File: config.mk
export PLATFORM = sky130hd
export DESIGN_NAME = idli_sqi_ctrl_m
export DESIGN_NICKNAME = d
export VERILOG_FILES = /design/src/rtl/idli_pkg.sv /design/src/rtl/idli_sqi_ctrl_m.sv
export SDC_FILE = /design/constraint.sdc
export NUM_CORES = 1
export LEC_CHECK = 0
export ABC_AREA = 1
export CAP_MARGIN = 20
export CORE_UTILIZATION = 47
export DETAILED_ROUTE_END_ITERATION = 8
export GPL_TIMING_DRIVEN = 0
export PLACE_DENSITY_LB_ADDON = 0.25
export SYNTH_ARGS = -nofsm -noshare
export SYNTH_HDL_FRONTEND = slang
export SYNTH_SLANG_ARGS = --single-unit
File: constraint.sdc
create_clock -name i_sqi_gck -period 1.8 [get_ports i_sqi_gck]
set_clock_uncertainty 0.2 [all_clocks]
set_input_delay 0.36 -clock i_sqi_gck [delete_from_list [all_inputs] [get_ports i_sqi_gck]]
set_output_delay 0.36 -clock i_sqi_gck [all_outputs]
set_load 0.005 [all_outputs]
File: src/rtl/idli_pkg.sv
// Shared types and constants for the idli core. The SQI controller uses the
// io-direction type, its state encoding and the SQI command bytes.
package idli_pkg;

  localparam logic [7:0] CMD_RD    = 8'h03;
  localparam logic [7:0] CMD_WR    = 8'h02;
  localparam int         DUMMY_NIB = 2;

  typedef enum logic {
    SQI_IO_MODE_OUT = 1'b0,
    SQI_IO_MODE_IN  = 1'b1
  } sqi_io_mode_t;

  typedef enum logic [2:0] {
    SQI_ST_IDLE  = 3'd0,
    SQI_ST_CMD   = 3'd1,
    SQI_ST_ADDR  = 3'd2,
    SQI_ST_DUMMY = 3'd3,
    SQI_ST_DATA  = 3'd4,
    SQI_ST_DONE  = 3'd5,
    SQI_ST_HOLD  = 3'd6,
    SQI_ST_CSH   = 3'd7
  } sqi_ctrl_state_t;

  // Index of the final nibble in each nibble-carrying state.
  function automatic logic [2:0] sqi_nib_last(input sqi_ctrl_state_t st);
    case (st)
      SQI_ST_CMD:   return 3'd1;
      SQI_ST_ADDR:  return 3'd5;
      SQI_ST_DUMMY: return 3'(DUMMY_NIB - 1);
      default:      return 3'd3;
    endcase
  endfunction

endpackage

File: src/rtl/idli_sqi_ctrl_m.sv
// SQI SRAM controller: one 16-bit word per request, nibble-serial, MSB first.
// Define IDLI_SQI_SEQ_EN to keep CS low after a transfer and stream contiguous words.
module idli_sqi_ctrl_m
  import idli_pkg::*;
(
  input  logic         i_sqi_gck,
  input  logic         i_sqi_rst_n,
  input  logic         i_sqi_req_vld,
  input  logic         i_sqi_req_wr,
  input  logic [15:0]  i_sqi_req_addr,
  input  logic [15:0]  i_sqi_req_wdata,
  output logic         o_sqi_req_rdy,
  output logic         o_sqi_rsp_vld,
  output logic [15:0]  o_sqi_rsp_rdata,
  output logic         o_sqi_sck,
  output logic         o_sqi_cs,
  output sqi_io_mode_t o_sqi_io_mode,
  input  logic [3:0]   i_sqi_sio,
  output logic [3:0]   o_sqi_sio
);

  sqi_ctrl_state_t state_q, state_d;
  logic [2:0]      cnt_q, cnt_d;
  logic            ph_q, ph_d;
  logic            wr_q, wr_d;
  logic [15:0]     addr_q, addr_d;
  logic [15:0]     shreg_q, shreg_d;
  logic [15:0]     rdata_q, rdata_d;
  logic            rsp_vld_q, rsp_vld_d;
  logic            cs_q, cs_d;
  logic            sck_q, sck_d;
  logic [3:0]      sio_q, sio_d;
  sqi_io_mode_t    mode_q, mode_d;
  logic            nib_st_d;
  logic [7:0]      cmd_d;
  logic [23:0]     baddr_d;
`ifdef IDLI_SQI_SEQ_EN
  logic            contig;

  // 17-bit compare so FFFF -> 0000 does not count as the next word.
  assign contig = (i_sqi_req_wr == wr_q) &&
                  ({1'b0, i_sqi_req_addr} == ({1'b0, addr_q} + 17'd1));
`endif

  assign o_sqi_req_rdy = (state_q == SQI_ST_IDLE) || (state_q == SQI_ST_HOLD);

  always_comb begin : next_state
    state_d   = state_q;
    cnt_d     = cnt_q;
    ph_d      = ph_q;
    wr_d      = wr_q;
    addr_d    = addr_q;
    shreg_d   = shreg_q;
    rdata_d   = rdata_q;
    rsp_vld_d = 1'b0;
    case (state_q)
      SQI_ST_IDLE: if (i_sqi_req_vld) state_d = SQI_ST_CMD;
      SQI_ST_CMD, SQI_ST_ADDR, SQI_ST_DUMMY, SQI_ST_DATA: begin
        ph_d = ~ph_q;
        if (ph_q) begin
          cnt_d = cnt_q + 3'd1;
          // Read nibbles are taken on the edge that ends the SCK-high phase.
          if (state_q == SQI_ST_DATA)
            shreg_d = {shreg_q[11:0], wr_q ? 4'h0 : i_sqi_sio};
          if (cnt_q == sqi_nib_last(state_q)) begin
            cnt_d = '0;
            case (state_q)
              SQI_ST_CMD:   state_d = SQI_ST_ADDR;
              SQI_ST_ADDR:  state_d = wr_q ? SQI_ST_DATA : SQI_ST_DUMMY;
              SQI_ST_DUMMY: state_d = SQI_ST_DATA;
              default: begin
                if (!wr_q) rdata_d = shreg_d;
                rsp_vld_d = 1'b1;
`ifdef IDLI_SQI_SEQ_EN
                state_d = SQI_ST_HOLD;
`else
                state_d = SQI_ST_DONE;
`endif
              end
            endcase
          end
        end
      end
`ifdef IDLI_SQI_SEQ_EN
      SQI_ST_HOLD: if (i_sqi_req_vld) state_d = contig ? SQI_ST_DATA : SQI_ST_CSH;
      SQI_ST_CSH:  state_d = SQI_ST_CMD;
`endif
      default: state_d = SQI_ST_IDLE;
    endcase
    if (i_sqi_req_vld && o_sqi_req_rdy) begin
      wr_d    = i_sqi_req_wr;
      addr_d  = i_sqi_req_addr;
      shreg_d = i_sqi_req_wdata;
      cnt_d   = '0;
      ph_d    = 1'b0;
    end
  end

  // Pins are registered from the next-state view so they line up with state_q.
  always_comb begin : pin_next
    nib_st_d = (state_d == SQI_ST_CMD) || (state_d == SQI_ST_ADDR) ||
               (state_d == SQI_ST_DUMMY) || (state_d == SQI_ST_DATA);
    cmd_d    = wr_d ? CMD_WR : CMD_RD;
    baddr_d  = {7'b0, addr_d, 1'b0};
    cs_d     = ~(nib_st_d || (state_d == SQI_ST_HOLD));
    sck_d    = nib_st_d && ph_d;
    sio_d    = '0;
    case (state_d)
      SQI_ST_CMD:  sio_d = cnt_d[0] ? cmd_d[3:0] : cmd_d[7:4];
      SQI_ST_ADDR: sio_d = 4'(baddr_d >> (5'd20 - {cnt_d, 2'b00}));
      SQI_ST_DATA: if (wr_d) sio_d = shreg_d[15:12];
      default: ;
    endcase
    // A read keeps the bus released through HOLD since the memory may still drive it.
    mode_d = ((state_d == SQI_ST_DUMMY) ||
              (((state_d == SQI_ST_DATA) || (state_d == SQI_ST_HOLD)) && !wr_d))
             ? SQI_IO_MODE_IN : SQI_IO_MODE_OUT;
  end

  always_ff @(posedge i_sqi_gck or negedge i_sqi_rst_n) begin
    if (!i_sqi_rst_n) begin
      state_q   <= SQI_ST_IDLE;
      cnt_q     <= '0;
      ph_q      <= 1'b0;
      wr_q      <= 1'b0;
      addr_q    <= '0;
      shreg_q   <= '0;
      rdata_q   <= '0;
      rsp_vld_q <= 1'b0;
      cs_q      <= 1'b1;
      sck_q     <= 1'b0;
      sio_q     <= '0;
      mode_q    <= SQI_IO_MODE_OUT;
    end else begin
      state_q   <= state_d;
      cnt_q     <= cnt_d;
      ph_q      <= ph_d;
      wr_q      <= wr_d;
      addr_q    <= addr_d;
      shreg_q   <= shreg_d;
      rdata_q   <= rdata_d;
      rsp_vld_q <= rsp_vld_d;
      cs_q      <= cs_d;
      sck_q     <= sck_d;
      sio_q     <= sio_d;
      mode_q    <= mode_d;
    end
  end

  assign o_sqi_rsp_vld   = rsp_vld_q;
  assign o_sqi_rsp_rdata = rdata_q;
  assign o_sqi_cs        = cs_q;
  assign o_sqi_sck       = sck_q;
  assign o_sqi_sio       = sio_q;
  assign o_sqi_io_mode   = mode_q;

endmodule

==> reports/summary.txt <==
Power, Total: 8.77 mW
Post-synthesis register bit count: 64
CP max stage cell: dfrtp_1
Num CTS Buffers: 9
Clock buffer depth: 2
Max stage delay on crit path: 410 ps
CP Max Fanout: 7
Nature of the critical path endpoint: register
Largest cells by area after synthesis: dfrtp_1, nand2_1, nand3_1
CP startpoint kind: register
Sw frac: 44.4%
Clock share of power: 17.9%
DR DRC count: 0
Syn nets: 453
Mapped cell area: 3320 um2
Critical R2R Capture: o_sqi_sio[1]$_DFF_PN0_
Pin count of the biggest net entering global routing: 65
Synth cell types: 33
Die height: 86.0 um
Final setup margin: -391 ps
Post-Syn Area per Cell: 8.05 um2
Power Density: 1660 nW/um2
Fin nets: 572
P_int: 4.87 mW
Synth Area in Adders: 0.377%
# port buffers: 64
Final period util: 122%
H-tree depth: 3
GRT Overall Usage: 27.2%
Share of the yosys chip area belonging to registers: 48.3%
Hold Crit Class: reg -> reg
CP Data Required Time: 1830 ps
Routed Wire Length: 11.0 mm
Ports: 65
R2r setup slk: -390 ps
FP Rows: 30
Clock tree root buffer cell: clkbuf_8
Share of layout cells above drive strength 1: 38.6%
YS warnings: 0
# diodes: 0
Hold_sp: o_sqi_rsp_rdata[7]$_DFFE_PN0P_
Crit path DAT: 2220 ps
Detailed Place HPWL: 5.61 mm
Unrepaired setup endpoints after global routing: yes
Combined area of the multi-input logic cells: 1890 um2
Sw Pwr: 3.90 mW
Clk sinks: 64
VDD IR max: 0.932 mV
Post-synthesis compound-gate area fraction: 10.6%
Post-Synth Simple-Gate Area: 32.2%
Clk slew on worst S/H paths: 80 ps
Number of global-route vias before repair: 3286
Reg2reg start: state_q[0]$_DFF_PN0_
Total grt overflow: 0
Pre-CTS WS: -433 ps
Rel. slew slack: 44.1%
DRT antenna net count: 0
Initial DRC Count: 269
Core Area: 6790 um2
Peak Freq: 456 MHz
First-pass iteration count of the detailed router: 6
Leakage: 2.54 nW
Die width: 86.0 um
Global-route wire length before repair: 15.5 mm
Syn-to-layout area delta: 59.3%
Sequential Power Share: 24.8%
Initial antenna violation count: 0
Starting Density: 48.8%
Worst Setup Path Type: reg -> reg
Seq. cell area: 1610 um2
Post-DR vias/cell: 5.36
Slew @ Worst Pin: 839 ps
Setup violators final: 41
Most frequent cells in the layout: nand2_1, dfrtp_1, clkdlybuf4s50_1, nand2_2, inv_1
Area share of the largest cell type after synthesis: 47.5%
Via count: 3387
Die area: 7390 um2
Cell family with most CP delay: simple AND/OR/NAND/NOR gates
Post-synthesis cell count: 412
CP Buf/Inv Count: 2
Largest family of logic cells by synthesized area: simple AND/OR/NAND/NOR gates
Clock latency on the worst-skew pair: 350 ps
Comb pwr share: 57.2%
Final hold vios: 0
Post-layout util: 77.7%
Mux contribution to synthesized area: 0%
Max-Cap Viols: 0
Cell chain of the critical path: inv_2 -> buf_4 -> nand3_4 -> nand2_2 -> nand2_2 -> nor2_4 -> nand3_4 -> nand2_2 -> nand3_4 -> nand2_8 -> nor2_4 -> nand3_1 -> nand3_2
XOR/XNOR share of the synthesized area: 0.264%
Worst Hold End: o_sqi_rsp_rdata[7]$_DFFE_PN0P_
Synth area leader: dfrtp_1
Reg2Reg Depth: 13
Final Wtd Congestion: 0.866
Status: finished with violations
Number of fill cells: 418
Final Critical Period: 2190 ps
Failing checks: setup timing
TritonCTS clock tree: yes
Setup TNS: -10610 ps
Pins Over Slew Limit: 0
Commonest non-fill, non-tap cell in the layout: nand2_1
Worst hold path depth: 2
Avg WL per Cell: 17.4 um
[worst register-to-register path: stages, from the launching register on]
cell	delay, ps
dfrtp_1	410
inv_2	140
buf_4	150
nand3_4	90
nand2_2	70
nand2_2	60
nor2_4	180
nand3_4	170
nand2_2	140
nand3_4	110
nand2_8	130
nor2_4	60
nand3_1	100
nand3_2	70
[power by group through the flow]
stage / Combinational (mW) / Sequential (mW) / Clock [mW]
after CTS: 4.18 / 2.11 / 1.59
after detailed placement: 3.23 / 2.15 / 0
after global placement: 3.17 / 2.13 / 0
after floorplan: 2.41 / 2.11 / 0
final: 5.02 / 2.18 / 1.57
after global routing: 5.36 / 2.21 / 1.65
[per-layer routing]
layer | track usage, % | vias to the layer above | part of all wire [%]
li1 | - | 1549 | -
met1 | 33.1 | 1660 | 40
met2 | 46.2 | 144 | 52
met3 | 5.20 | 34 | 5.2
met4 | 13.3 | 0 | 2.8
met5 | 0 | - | 0
[final cells by class]
| cell class | instances | share of cell area, % |
|---|---|---|
| clock buffer | 10 | 2.61 |
| inverter | 45 | 3.62 |
| clock inverter | 6 | 2.18 |
| tap | 96 | 2.27 |
| buffer | 15 | 2.99 |
| sequential | 64 | 30.4 |
| multi-input combinational | 289 | 35.7 |
| timing repair buffer | 107 | 20.2 |
[timing repair]
item                                   4_1_cts  5_1_grt
endpoints found under the hold margin       63        0
setup endpoints to repair                   38       48
gates resized for setup                     95       86
gates cloned                                 5        1
pin swaps                                   33       26
hold buffers                                 1        0
buffers inserted                            24       13
[synth_stat cells]
cell type and n:
o21ai_1 9, nand4_1 3, nand3_2 3, a21oi_1 8
inv_4 2, o21ai_0 20, xnor2_1 1, o211ai_1 4
nand2_1 165, buf_2 7, dfrtp_1 63, or2_0 1
nand3_4 2, nor2_1 9, inv_1 32, nor2_2 4
nand2_8 3, a21oi_2 3, a22oi_1 7, clkbuf_1 2
o221ai_1 3, buf_6 3, nand3_1 28, ha_1 1
nor2_4 3, nand2_2 5, buf_4 3, o21ai_2 1
dfstp_2 1, inv_2 11, a31oi_1 1, nand2_4 3
a21oi_4 1
[sequential cells by signal (all words and copies together), names as in the netlist]
signal           count
addr_q              16
cnt_q                3
o_sqi_cs             1
o_sqi_io_mode        1
o_sqi_rsp_rdata     16
o_sqi_rsp_vld        1
o_sqi_sck            1
o_sqi_sio            4
ph_q                 1
shreg_q             16
state_q              3
wr_q                 1
[cells by family after synthesis]
kind of cell             after synthesis
AO/OA/AOI/OAI                         57
XOR/XNOR                               1
adder cells (fa/ha/maj)                1
buffers and inverters                 60
flip-flops                            64
AND/OR/NAND/NOR                      229
[worst max-delay path by stage]
stage | from | to | slack, ps | depth (start not counted)
global route | state_q[0]$_DFF_PN0_ | o_sqi_sio[1]$_DFF_PN0_ | -460 | 13
finish | state_q[0]$_DFF_PN0_ | o_sqi_sio[1]$_DFF_PN0_ | -390 | 13
floorplan | state_q[2]$_DFF_PN0_ | o_sqi_sio[0]$_DFF_PN0_ | -2 | 12
CTS | state_q[0]$_DFF_PN0_ | o_sqi_sio[1]$_DFF_PN0_ | -240 | 15
global placement | i_sqi_rst_n | state_q[1]$_DFF_PN0_ | -2230 | 1
detailed placement | i_sqi_req_vld | o_sqi_sio[0]$_DFF_PN0_ | -430 | 10
[stage by stage]
| step | cells | hold slack (ps) | area, um2 |
|---|---|---|---|
| after floorplan | 412 | -136 | 3330 |
| after global placement | 572 | 258 | 4090 |
| after detailed placement | 572 | 264 | 4080 |
| after CTS | 618 | 283 | 4860 |
| after global routing | 632 | 297 | 5280 |
| final | 632 | 272 | 5280 |
No activity file was read; power rests on OpenSTA's default activity.
